$ cat src/rtl/pattern_shift_buffer.sv
// pattern_shift_buffer: captures a saturated result value into a DEPTH x WIDTH
// pattern array on each rising edge of set. SHIFT mode pushes the newest value
// into entry 0, discarding the oldest; FILL mode writes entries in order and
// rejects captures once the array is full. Tracks a valid-entry count and
// raises one-cycle done/sat/drop pulses.
module pattern_shift_buffer #(
  parameter int WIDTH = 5,
  parameter int DEPTH = 5,
  parameter int RES_W = 12
) (
  input  logic                              clk,
  input  logic                              reset_n,
  input  logic                              set,
  input  logic [RES_W-1:0]                  result,
  input  logic                              clear,
  input  logic                              mode,
  output logic [DEPTH-1:0][WIDTH-1:0]       pattern,
  output logic [$clog2(DEPTH+1)-1:0]        count,
  output logic                              full,
  output logic                              done,
  output logic                              sat,
  output logic                              drop
);

  localparam int CW = $clog2(DEPTH+1);
  localparam logic [CW-1:0]    DEPTH_C = CW'(DEPTH);
  localparam logic [RES_W-1:0] MAX_RES = RES_W'((2**WIDTH) - 1);
  localparam logic             MODE_SHIFT = 1'b0;

  // Clamp an incoming result to the largest value an entry can hold.
  function automatic logic [WIDTH-1:0] clamp_value(input logic [RES_W-1:0] r);
    logic [WIDTH-1:0] v;
    if (r > MAX_RES) begin
      v = {WIDTH{1'b1}};
    end else begin
      v = r[WIDTH-1:0];
    end
    return v;
  endfunction

  logic                        set_q;
  logic [DEPTH-1:0][WIDTH-1:0] pattern_q, pattern_d;
  logic [CW-1:0]               count_q, count_d;
  logic                        done_q, done_d;
  logic                        sat_q, sat_d;
  logic                        drop_q, drop_d;

  logic                        cap_s;
  logic                        over_s;
  logic [WIDTH-1:0]            cap_v_s;
  logic                        not_full_s;

  // Next-state computation: clear beats capture; capture behaviour depends on mode.
  always_comb begin
    cap_s      = set & ~set_q;
    over_s     = (result > MAX_RES);
    cap_v_s    = clamp_value(result);
    not_full_s = (count_q < DEPTH_C);
    pattern_d  = pattern_q;
    count_d    = count_q;
    done_d     = 1'b0;
    sat_d      = 1'b0;
    drop_d     = 1'b0;
    if (clear) begin
      pattern_d = '0;
      count_d   = '0;
    end else if (cap_s) begin
      if (mode == MODE_SHIFT) begin
        // Shift toward higher indices; the oldest entry falls off the end.
        for (int i = DEPTH - 1; i > 0; i--) begin
          pattern_d[i] = pattern_q[i-1];
        end
        pattern_d[0] = cap_v_s;
        sat_d        = over_s;
        if (not_full_s) begin
          count_d = count_q + CW'(1);
          done_d  = (count_q == (DEPTH_C - CW'(1)));
        end else begin
          count_d = count_q;
        end
      end else begin
        if (not_full_s) begin
          // Write at the first free slot, selected by the current count.
          for (int i = 0; i < DEPTH; i++) begin
            if (CW'(i) == count_q) begin
              pattern_d[i] = cap_v_s;
            end else begin
              pattern_d[i] = pattern_q[i];
            end
          end
          count_d = count_q + CW'(1);
          sat_d   = over_s;
          done_d  = (count_q == (DEPTH_C - CW'(1)));
        end else begin
          drop_d = 1'b1;
        end
      end
    end else begin
      pattern_d = pattern_q;
      count_d   = count_q;
    end
  end

  // State registers with synchronous active-low reset; set_q tracks set every cycle.
  always_ff @(posedge clk) begin
    if (!reset_n) begin
      set_q     <= 1'b0;
      pattern_q <= '0;
      count_q   <= '0;
      done_q    <= 1'b0;
      sat_q     <= 1'b0;
      drop_q    <= 1'b0;
    end else begin
      set_q     <= set;
      pattern_q <= pattern_d;
      count_q   <= count_d;
      done_q    <= done_d;
      sat_q     <= sat_d;
      drop_q    <= drop_d;
    end
  end

  assign pattern = pattern_q;
  assign count   = count_q;
  assign full    = (count_q == DEPTH_C);
  assign done    = done_q;
  assign sat     = sat_q;
  assign drop    = drop_q;

endmodule
$ cat config.mk
export PLATFORM = sky130hd
export DESIGN_NAME = pattern_shift_buffer
export DESIGN_NICKNAME = d
export VERILOG_FILES = /design/src/rtl/pattern_shift_buffer.sv
export SDC_FILE = /design/constraint.sdc
export NUM_CORES = 1
export LEC_CHECK = 0
export CAP_MARGIN = 15
export CELL_PAD_IN_SITES_DETAIL_PLACEMENT = 1
export CELL_PAD_IN_SITES_GLOBAL_PLACEMENT = 1
export CORE_MARGIN = 2
export CORE_UTILIZATION = 35
export DETAILED_ROUTE_END_ITERATION = 12
export GPL_TIMING_DRIVEN = 0
export PLACE_DENSITY = 0.91
export SYNTH_ARGS = -nofsm -noshare
export SYNTH_HDL_FRONTEND = slang
export SYNTH_SLANG_ARGS = --single-unit
$ cat constraint.sdc
create_clock -name clk -period 2.4 [get_ports clk]
set_clock_uncertainty 0.2 [all_clocks]
set_input_delay 0.6 -clock clk [delete_from_list [all_inputs] [get_ports clk]]
set_output_delay 0.6 -clock clk [all_outputs]
set_load 0.05 [all_outputs]
* Word level (Yosys, flattened, before mapping) *
Index checks and enable logic that the tools add are counted.

word-level totals
  word-level logic and storage cells = 53
  flip-flop bits (word level) = 32
  output and inout bits = 32

operators by class
  $lt $le $gt $ge = 2
  reduce and logical (&&, ||, !) cells = 11
  eq/ne operators = 12
  multiplexer cells = 11
  add/sub/neg operators = 1
  bitwise gates (word level) = 6

operators by type and width
  operator               count
  $mux W25               2
  $mux W5                6
  $reduce_and A3 Y1      5
  $gt A12 B5 Y1 const B  1
  $ne A2 B1 Y1 const B   6
  $reduce_or A4 Y1       2
  $eq A2 B3 Y1 const A   2
  $eq A3 B3 Y1 const B   2
  $not A1 Y1             5
  $add A3 B1 Y3 const B  1
  $eq A1 B3 Y1 const A   1
  $eq A3 B3 Y1 const A   1
  $logic_not A3 Y1       1
  $lt A3 B3 Y1 const B   1
  $mux W1                3
  $reduce_or A3 Y1       1
  $reduce_and A2 Y1      1
  $reduce_or A2 Y1       1
  $and A1 B1 Y1          1

* Depth between registers and ports, before layout *
  depth after elaboration = 5
  mapped depth = 6
  mapped depth without buffers = 5

* Worst setup path after synthesis *
Ideal clock, no wire load.

  kind = register -> output
  from = register count_q[0] (netlist: count[0])
  to = output port full
  data arrival time = 1418 ps
  path buffers = 0
  setup slack = 182 ps
  stages on the path, launching flop included = 3
  cell sequence = dfxtp_1 > ha_1 > and2_1

on the way
  longest elaborated chain between the ends = 1

RTL lines
  what                    RTL line  text
  start, declared         43        logic [CW-1:0] count_q, count_d;
  start signal, assigned  116       count_q <= count_d;
  $eq A3 B3 Y1            125       assign full = (count_q == DEPTH_C);
  end, declared           19        output logic full,

No other way between the ends.

* Final worst setup path *
  from = register count_q[1] (netlist: count[1])
  to = output port count[1]

RTL lines
  what           RTL line  text
  end, declared  18        output logic [$clog2(DEPTH+1)-1:0] count,

No word-level cell between the ends.

==> impl_results.md <==
* Rel. slew slack at between 60 and 70%
* Yosys top cell by area: dfxtp_1
* DRC viols at 0
* Crit-path max FO at 9
* Pin count of the biggest net entering global routing at 11
* Die height at 74.1 um
* # fillers at 566
* Gpl congestion at about 0.83
* Worst Setup End Kind: output pin
* Xor/xnor share of the synthesized area at 0%
* Final core utilization at 49.9%
* First-pass GRT wire length at around 8.5 mm
* Layout cells sized above 1 at between 10% and 20%
* Post-Synthesis Cells at ~190
* Vias in the first global route at around 1700
* Clk Latency, worst-skew pair at a little under 0.3 ns
* Largest cells by area after synthesis: dfxtp_1, a211oi_1, a221oi_1, a2111oi_2, nand2b_1
* Minimum clock period at 2.33 ns
* FP Rows at 25
* PortBufs at 47
* CP Cell Sequence: clkdlybuf4s50_1
* Antenna cell count at 0
* Synth Area in Simple Gates at 16.5%
* Cell area after synthesis at between 1500 and 2000 um2
* Count of yosys warnings during synthesis at 0
* Final Setup Violations at 0
* Die Footprint at between 5000 and 6000 um2
* Reg2reg path depth at 6
* CP Launch Type: flop
* Largest family of logic cells by synthesized area: compound AO/OA/AOI/OAI gates
* Pwr dens at roughly 500 nW/um2
* Root buf cell: clkbuf_8
* P_leak at 0.778 nW
* Peak Freq at 0.429 GHz
* Worst EP required at ~1.6 ns
* GRT busiest layer: met2
* Hold depth at 2
* H-tree lvl count at 2
* TritonCTS clock tree: built
* Initial DRC Count at between 60 and 70
* M2 GR Usage at about 36%
* Hold path startpoint: pattern[2]
* Destination of the worst hold path: pattern[2]
* Post-synthesis adder-cell area fraction at 3.64%
* Final WL at 5.31 mm
* Met3 GRT Util at under 10%
* Number of synthesized register bits at 32
* Antenna Nets Post-Route at 0
* CTS Buf Count at 5
* Slowest-stage cell, CP: clkdlybuf4s50_1
* Final instance area at between 2000 and 2500 um2
* Synth cell types at 32
* Period utilisation layout at a little over nine tenths
* Clock-pin slew on the worst setup and hold paths at 0.07 ns
* CP max stage delay at between 0.8 and 0.9 ns
* Worst reg2reg path endpoint: pattern[18]
* First drt pass iteration count at 4
* Post-synthesis compound-gate area fraction at 34.4%
* Starting Density at 36.4%
* Least-Margin Pin Slew at approximately 0.57 ns
* Core footprint at 4720 um2
* WL/cell at between 15 and 20 um
* Register area share after synthesis at between 30% and 40%
* Mapped Nets at 209
* Hold slack at roughly 0.28 ns
* Vias at approximately 1700
* Total Routing Usage GR at 20.7%
* Clock tree buffer depth at 2
* Max VDD drop at 0.000244 V
* Critical path type: flop to output pin
* R2R Setup Slk at 0.30 ns
* Final Non-Filler Cells at 308
* Dpl cells at 301
* Placed cell area at between 2000 and 2500 um2
* Mean Syn Cell Area at about 9.2 um2
* Setup TNS at 0 ns
* Postcts setup bufs at 0
* Slew Limit Fails at 0
* Worst Path Arrival at 1.53 ns
* IO Pins at 49
* Crit path buffers/inverters at 1
* Min-delay worst type: flop to flop
* Vias per cell at around 5.5
* Top delay family on crit path: buffers and inverters
* Area grow syn2layout at 37.0%
* Met1 usage in global routing at 24.0%
* Sinks on Clock Net at 32
* Final Hold Viols at 0
* Initial antenna violation count at 0
* Layout Nets at 263
* R2R Path Start: count[2]
* RSZ-0062 raised after global routing: no
* Post-synth top area share at a little under two fifths
* Status: finished clean
* Mux share of post-synthesis cell area at 0%
* Die width at 74.1 um
* Detail Placement HPWL at ~4 mm
* Max Cap Violations at 0
* Grt total ovfl at 0
==> logic make-up after synthesis <==
kind of cell / Yosys count
simple gates: 44
fa+ha+maj: 5
buf+inv: 33
flops: 32
compound gates: 73
==> synth_stat cells, drive strengths merged <==
library cell	number
and3	1
nor2b	11
a311oi	6
nand2	1
clkbuf	6
or4	6
a21o	3
o211ai	2
nor3	2
a2111oi	5
a211oi	25
nor4	2
ha	5
a21bo	1
nand3	1
or2	5
nand4	1
a31oi	10
nand2b	12
a21oi	3
o21ai	6
a221oi	10
buf	9
and2	2
dfxtp	32
o31ai	1
o211a	1
inv	18
==> area by class of cell <==
class,instances,area [um2],share of cell area (%)
well taps,67,83.8,3.56
repair buffers,47,470,20.0
multi-input cells,122,941,39.9
plain buffers,15,73.8,3.13
clock buffers,6,72.6,3.08
clock inverters,1,5.00,0.212
inverters,18,67.6,2.87
flip-flops and latches,32,642,27.2
==> per-stage QoR <==
step	worst slack (ns)	power (W)
floorplan	0.182	0.000727
global placement	-0.167	0.000812
detailed placement	-0.221	0.000820
CTS	0.0629	0.00121
global route	0.0184	0.00125
finish	0.0680	0.00120
==> what timing repair did <==
action | CTS | global route
endpoints found under the setup margin | 3 | 1
hold buffers | 0 | 0
pin swaps | 0 | 0
resized for setup | 5 | 1
==> worst max path at each step <==
stage,startpoint,depth (start not counted),end
after floorplan,count[0],2,full
after global placement,result[10],4,pattern[6]
after detailed placement,result[10],4,pattern[16]
after CTS,count[1],1,count[1]
after global routing,count[0],3,full
final,count[1],1,count[1]
==> placed cells by master (no fill, tap or decap), types with 7 or more instances in the layout <==
master           synthesis  routed
inv_1                   18      18
dfxtp_1                 32      31
clkdlybuf4s50_1          0      45
clkbuf_1                 6       7
a211oi_1                25      25
a31oi_1                 10      10
nor2b_1                 11      11
buf_2                    8       8
nand2b_1                12      12
a221oi_1                10      10
==> state kept, by name (all words and copies together) (netlist names) <==
name / flops
done: 1
sat: 1
set_q: 1
count: 3
drop: 1
pattern: 25
==> report_power, final <==
group          total (W)  internal, W  switching, W
clock network   0.000393     0.000197      0.000196
registers       0.000563     0.000549     0.0000140
logic           0.000247    0.0000919      0.000155
==> per-layer routing <==
layer / part of all wire, % / up-vias
met1: 43 / 835
met5: 0 / -
met4: 1.8 / 0
met3: 3.8 / 10
li1: - / 818
met2: 51 / 44
(Power assumes the default switching activity.)
